## config.mk

```make
export PLATFORM = sky130hd
export DESIGN_NAME = regwrite_arbiter
export DESIGN_NICKNAME = d
export VERILOG_FILES = /design/src/rtl/regwrite_arbiter.sv
export SDC_FILE = /design/constraint.sdc
export NUM_CORES = 1
export LEC_CHECK = 0
export BUFFER_PORTS_ARGS = -buffer_cell sky130_fd_sc_hd__buf_2
export CORE_ASPECT_RATIO = 1.1
export CORE_MARGIN = 4
export CORE_UTILIZATION = 28
export DETAILED_ROUTE_END_ITERATION = 7
export PLACE_DENSITY = 0.5
export SYNTH_ARGS = -nofsm -noshare
export SYNTH_HDL_FRONTEND = slang
export SYNTH_SLANG_ARGS = --single-unit
export TNS_END_PERCENT = 20
```

## constraint.sdc

```tcl
create_clock -name clk -period 4.3 [get_ports clk]
set_input_delay 0.215 -clock clk [delete_from_list [all_inputs] [get_ports clk]]
set_output_delay 0.215 -clock clk [all_outputs]
set_load 0.005 [all_outputs]
```

## src/rtl/regwrite_arbiter.sv

```systemverilog
// Two-port register-file writeback arbiter: one-entry buffer per port, round-robin grant,
// registered write outputs. Optional contention counter enabled by ARB_CONFLICT_CNT_EN.
module regwrite_arbiter (
  input  logic        clk,
  input  logic        reset_n,
  input  logic        a_valid,
  input  logic [4:0]  a_reg,
  input  logic [63:0] a_data,
  output logic        a_ready,
  input  logic        b_valid,
  input  logic [4:0]  b_reg,
  input  logic [63:0] b_data,
  output logic        b_ready,
  input  logic        hold,
  output logic        RegWrite,
  output logic [4:0]  WriteReg,
  output logic [63:0] WriteData
`ifdef ARB_CONFLICT_CNT_EN
  ,
  output logic [15:0] conflict_cnt
`endif
);

  // last_grant | meaning
  // PORT_A     | A won the most recent grant, B has priority next
  // PORT_B     | B won the most recent grant (reset value), A has priority next
  typedef enum logic {PORT_A = 1'b0, PORT_B = 1'b1} port_e;

  port_e       last_grant, last_grant_nxt;
  logic        buf_a_valid, buf_b_valid;
  logic [4:0]  buf_a_reg, buf_b_reg;
  logic [63:0] buf_a_data, buf_b_data;
  logic        grant_a, grant_b;
  logic        cap_a, cap_b;

  always_comb begin
    grant_a        = 1'b0;
    grant_b        = 1'b0;
    last_grant_nxt = last_grant;
    if (!hold) begin
      if (buf_a_valid && (!buf_b_valid || last_grant == PORT_B)) begin
        grant_a        = 1'b1;
        last_grant_nxt = PORT_A;
      end else if (buf_b_valid) begin
        grant_b        = 1'b1;
        last_grant_nxt = PORT_B;
      end
    end
  end

  // Ready is gated by reset_n so both ports look busy while reset is held.
  assign a_ready = reset_n & (~buf_a_valid | grant_a);
  assign b_ready = reset_n & (~buf_b_valid | grant_b);
  assign cap_a   = a_valid & a_ready;
  assign cap_b   = b_valid & b_ready;

  always_ff @(posedge clk or negedge reset_n) begin
    if (!reset_n) begin
      last_grant <= PORT_B;
    end else begin
      last_grant <= last_grant_nxt;
    end
  end

  always_ff @(posedge clk or negedge reset_n) begin
    if (!reset_n) begin
      buf_a_valid <= 1'b0;
      buf_a_reg   <= '0;
      buf_a_data  <= '0;
    end else if (cap_a) begin
      buf_a_valid <= 1'b1;
      buf_a_reg   <= a_reg;
      buf_a_data  <= a_data;
    end else if (grant_a) begin
      buf_a_valid <= 1'b0;
    end
  end

  always_ff @(posedge clk or negedge reset_n) begin
    if (!reset_n) begin
      buf_b_valid <= 1'b0;
      buf_b_reg   <= '0;
      buf_b_data  <= '0;
    end else if (cap_b) begin
      buf_b_valid <= 1'b1;
      buf_b_reg   <= b_reg;
      buf_b_data  <= b_data;
    end else if (grant_b) begin
      buf_b_valid <= 1'b0;
    end
  end

  // Register 31 is consumed like any other write but never enables the decoder.
  always_ff @(posedge clk or negedge reset_n) begin
    if (!reset_n) begin
      RegWrite  <= 1'b0;
      WriteReg  <= '0;
      WriteData <= '0;
    end else if (grant_a) begin
      RegWrite  <= (buf_a_reg != 5'd31);
      WriteReg  <= buf_a_reg;
      WriteData <= buf_a_data;
    end else if (grant_b) begin
      RegWrite  <= (buf_b_reg != 5'd31);
      WriteReg  <= buf_b_reg;
      WriteData <= buf_b_data;
    end else begin
      RegWrite  <= 1'b0;
    end
  end

`ifdef ARB_CONFLICT_CNT_EN
  always_ff @(posedge clk or negedge reset_n) begin
    if (!reset_n) begin
      conflict_cnt <= '0;
    end else if (buf_a_valid && buf_b_valid && !hold && conflict_cnt != 16'hFFFF) begin
      conflict_cnt <= conflict_cnt + 16'd1;
    end
  end
`endif

endmodule

```

* Word-level counts from Yosys, hierarchy flattened
Cells that the tools add are included.
W data, S select, Z words.
** Word-level totals
- Latch bits :: 0
- Register bits after elaboration :: 211
- Memories :: 0
- Memory bits (read-only) :: 0
- Input bits :: 143
- Memory bits (writable) :: 0
** Cells by class
- Equal/unequal tests :: 2
- Divide/modulo/power cells :: 0
- $mul :: 0
- Reduce and logical (&&, ||, !) cells :: 8
- Bitwise logic cells :: 9
- $lt $le $gt $ge :: 0
- Multiplexer cells :: 17
- Shifts and indexed selects :: 0
- $add $sub $neg :: 0
** Operator list (count)
- $mux W64 :: 2
- $mux W1 :: 13
- $mux W5 :: 2
- $ne A5 B5 Y1 const B :: 2
- $reduce_bool A2 Y1 :: 4
- $and A1 B1 Y1 :: 4
- $not A1 Y1 :: 3
- $or A1 B1 Y1 :: 2
- $reduce_and A2 Y1 :: 1
- $logic_and A1 B1 Y1 :: 1
- $logic_not A1 Y1 :: 1
- $logic_or A1 B1 Y1 :: 1

* Logic depth before layout (Yosys ltp)
- Depth after elaboration :: 9
- Mapped depth :: 6
- Gate-level depth less buffers :: 3

* Least setup slack after synthesis
No wires, ideal clock.
- Path type :: reg2reg
- From :: reg buf_a_valid
- To :: reg buf_b_data[57]
- Arrival :: 1.502 ns
- Buffers on the path :: 3
- Cell stages (with the launch flop) :: 7
- Slack :: 2.670 ns
- Data required time :: 4.173 ns
- Path through :: dfrtp_1 buf_2 a21o_1 a21oi_4 buf_6 buf_6 mux2_1
** On the way
- Cells in the longest elaborated chain, start to end :: 6
** Ends and longest elaborated chain
- start, declared :: RTL line 30 : logic buf_a_valid, buf_b_valid;
- start signal, assigned :: RTL line 67 : buf_a_valid <= 1'b0;
- start signal, assigned :: RTL line 71 : buf_a_valid <= 1'b1;
- start signal, assigned :: RTL line 75 : buf_a_valid <= 1'b0;
- $logic_and A1 B1 Y1 :: RTL line 41 : if (buf_a_valid && (!buf_b_valid || last_grant == PORT_B)) begin
- $mux W1 :: RTL line 41
- $mux W1 :: RTL line 40 : if (!hold) begin
- $or A1 B1 Y1 :: RTL line 53 : assign b_ready = reset_n & (~buf_b_valid | grant_b);
- $and A1 B1 Y1 :: RTL line 53
- $and A1 B1 Y1 :: RTL line 55 : assign cap_b = b_valid & b_ready;
- end signal, assigned :: RTL line 87 : buf_b_data <= b_data;
- end, declared :: RTL line 32 : logic [63:0] buf_a_data, buf_b_data;
Every way passes these cells.
A chain may end at the register's enable or synchronous reset.

* Final worst setup path
- From :: reg buf_a_valid
- To :: out a_ready
** On the way
- Cells in the longest elaborated chain, start to end :: 5
- Elaborated cells on any way between the ends :: 6
- Those cells by class :: mux (2); bitwise (3); reduce/logical (1)
** Ends and longest elaborated chain
- $logic_and A1 B1 Y1 :: RTL line 41
- $mux W1 :: RTL line 41
- $mux W1 :: RTL line 40
- $or A1 B1 Y1 (*) :: RTL line 52 : assign a_ready = reset_n & (~buf_a_valid | grant_a);
- $and A1 B1 Y1 (*) :: RTL line 52
- end, declared :: RTL line 9 : output logic a_ready,
Every way passes the cells marked *; elsewhere a longest branch is shown, timed or not.

==> reports/results.tsv <==
stage	metric	value	unit
worst_setup_path	Critical Path AT	2360	ps
logic_synthesis	Syn. warnings	0	
layout	final layout net count	1045	
global_routing	gr ovfl total	0	
flow_run	Max Cap Violations	0	
routing	initial drt markers	254	
layout	Syn-to-layout area delta	43.9	%
routing	via/cell ratio	4.53	
global_routing	Total GRT Usage	0.141	
worst_setup_path	Critical Path End Type	output port	
power_and_ir_drop	leakage	5.41	nW
timing	setup TNS	0	ps
floorplanning	IO Pins	215	
logic_synthesis	Mapped Avg Cell Area	15.2	um^2
layout	final core occ	0.413	
floorplanning	Row Count	65	
logic_synthesis	syn nets	691	
global_routing	initial antenna violation count	1	
logic_synthesis	largest cells by area after synthesis	dfrtp_1 63%, mux2_2 17%, a221o_1 8.3%	
logic_synthesis	register area share after synthesis	0.636	
logic_synthesis	Post-Syn Area	0.00830	mm^2
global_routing	global-route wire length before repair	36.6	mm
placed_design	IO Port Bufs	214	
timing	Final Max Slew Viols	0	
layout	fraction of layout cells with a size suffix above 1	0.430	
logic_synthesis	Distinct cells, synth	26	
routing	Routed Antenna Nets	0	
routing	DRC	0	
timing	Max Freq	0.388	GHz
clocking	H-tree levels	1	
floorplanning	Initial Utilization	0.287	
power_and_ir_drop	VDD IR max	0.000333	V
routing	DRT Pass-1 Iters	4	
floorplanning	chip height	189	um
hold_path	Worst Hold Class	in2reg	
layout	most frequent cells in the layout	213 x buf_2, 210 x dfrtp_1, 140 x dlygate4sd3_1, 128 x mux2_2, 69 x a221o_1	
clocking	Root Buffer	clkbuf_16	
layout	top flop regs	WriteData x64, buf_a_data x64, buf_b_data x64	
power_and_ir_drop	PD cells	612	mW/mm^2
logic_synthesis	Synth top area share	0.633	
placed_design	RD Place Congestion	0.666	
global_routing	number of global-route vias before repair	6503	
floorplanning	die area	0.0325	mm^2
global_routing	largest net degree at the start of global routing	70	
timing	Clock Skew	7.30	ps
worst_setup_path	worst endpoint required time	4090	ps
layout	Post-Layout Cell Count	1287	
timing	Slew HR	0.281	
timing	Tightest Pin Transition	1080	ps
clocking	CTS max path bufs	3	
routing	average routed wire per standard cell	17.8	um
logic_synthesis	Post-Synthesis Cells	548	
timing	final setup margin	1720	ps
run_status	status	finished clean	
layout	commonest non-fill, non-tap cell in the layout	buf_2	
logic_synthesis	Yosys top cell by area	dfrtp_1	
clocking	cts bufs inserted	24	
timing	min Tclk post-route	2580	ps
placed_design	hpwl dp	13.4	mm
worst_setup_path	kind of critical path	reg2out	
floorplanning	core region area	0.0290	mm^2
placed_design	Placed Cells	1104	
logic_synthesis	#FFs+latches synth	211	
floorplanning	Die Wd	172	um
worst_setup_path	crit path launch type	flip-flop	
timing	RSZ-0062 raised after global routing	false	
clocking	clk sinks	211	
routing	Vias	5833	
worst_setup_path	Critical Path Fanout Max	29	
timing	Final Hold Viols	0	
clocking	CTS tree	yes	
placed_design	post-place setup slack	1980	ps
timing	final worst path period share	0.600	
routing	final WL	22.8	mm
timing	final setup fails	0	
clocking	Clock Pin Slew Worst Setup and Hold Paths	60	ps
clocking	worst skew pair latency	510	ps
## synth_stat cells
cell and count:
inv_1 2, buf_4 5, o21ai_0 2, mux2_1 10, nand3b_1 1, nand3_1 2
and3_1 2, dfstp_2 1, o21bai_2 1, nand4_1 1, dfrtp_1 210, o21a_1 1
and2_0 68, clkbuf_1 12, a22o_1 1, nand2b_1 2, buf_6 2, a21oi_2 1
mux2_2 128, a21oi_4 1, buf_2 17, a221o_1 69, nand2_1 5, a21o_1 1
a21oi_1 1, and2_1 2
## per-layer routing
metal  track usage  share of wire  vias to the layer above
li1              -              -                     2727
met1         0.190           0.46                     2919
met2         0.227           0.46                      156
met3        0.0380          0.068                       31
met4        0.0293          0.017                        0
met5             0              0                        -
## area by class of cell
| type | count | area [um^2] |
|---|---|---|
| Antenna cell | 1 | 2.50 |
| Clock inverter | 7 | 62.6 |
| Sequential cell | 211 | 5280 |
| Fill cell | 2730 | 17000 |
| Timing Repair Buffer | 364 | 2560 |
| Inverter | 2 | 7.51 |
| Tap cell | 368 | 460 |
| Multi-Input combinational cell | 299 | 2850 |
| Clock buffer | 35 | 723 |
## critical path, stage by stage, from the launching register on
cell      delay, ps
dfrtp_1         530
nand2b_1        160
a21oi_4         810
o21a_1          200
buf_2           140
## timing repair
action,in CTS,in global routing
hold buffers,140,0
resized for setup,0,0
hold endpoints to repair,170,0
buffers inserted,0,0
## report_power, final
part	internal [mW]	switching, mW	total (mW)	leakage, nW
sequential	2.84	0.463	3.30	2.52
clock	1.22	0.807	2.03	0.390
combinational	1.17	0.816	1.98	2.50
total	5.22	2.09	7.31	5.41
## path summary, 6_finish.rpt
path / slack [ps] / depth (start not counted) / start / endpoint
worst max-delay path: 1720 / 4 / buf_a_valid / a_ready
worst min-delay path: 120 / 3 / hold / last_grant
min in group asynchronous: 180 / 2 / reset_n / buf_b_data[17]
max in group asynchronous: 2300 / 4 / reset_n / buf_b_data[49]
worst min register to register: 490 / 1 / buf_b_data[61] / buf_b_data[61]
worst max register to register: 2010 / 4 / buf_a_valid / buf_b_data[15]
## logic make-up (layout without fill, tap and decap cells)
kind of cell,count (synthesis),count (layout),synth area share
AOI/OAI and AO/OA,78,78,0.0922
other,0,1,0
DFF,211,211,0.636
muxes,138,138,0.187
and+or+nand+nor,83,83,0.0609
buffers and inverters,38,408,0.0238
## through the flow
step / hold WS [ps] / power [mW] / cell area, um^2
2_1_floorplan: -80.6 / 4.43 / 8300
3_3_place_gp: 109 / 5.22 / 9760
3_5_place_dp: 108 / 5.25 / 9760
4_1_cts: 96.1 / 7.45 / 11900
5_1_grt: 153 / 7.83 / 11900
6_report: 121 / 7.31 / 11900
Note: power is estimated with default switching activity, not from simulation.
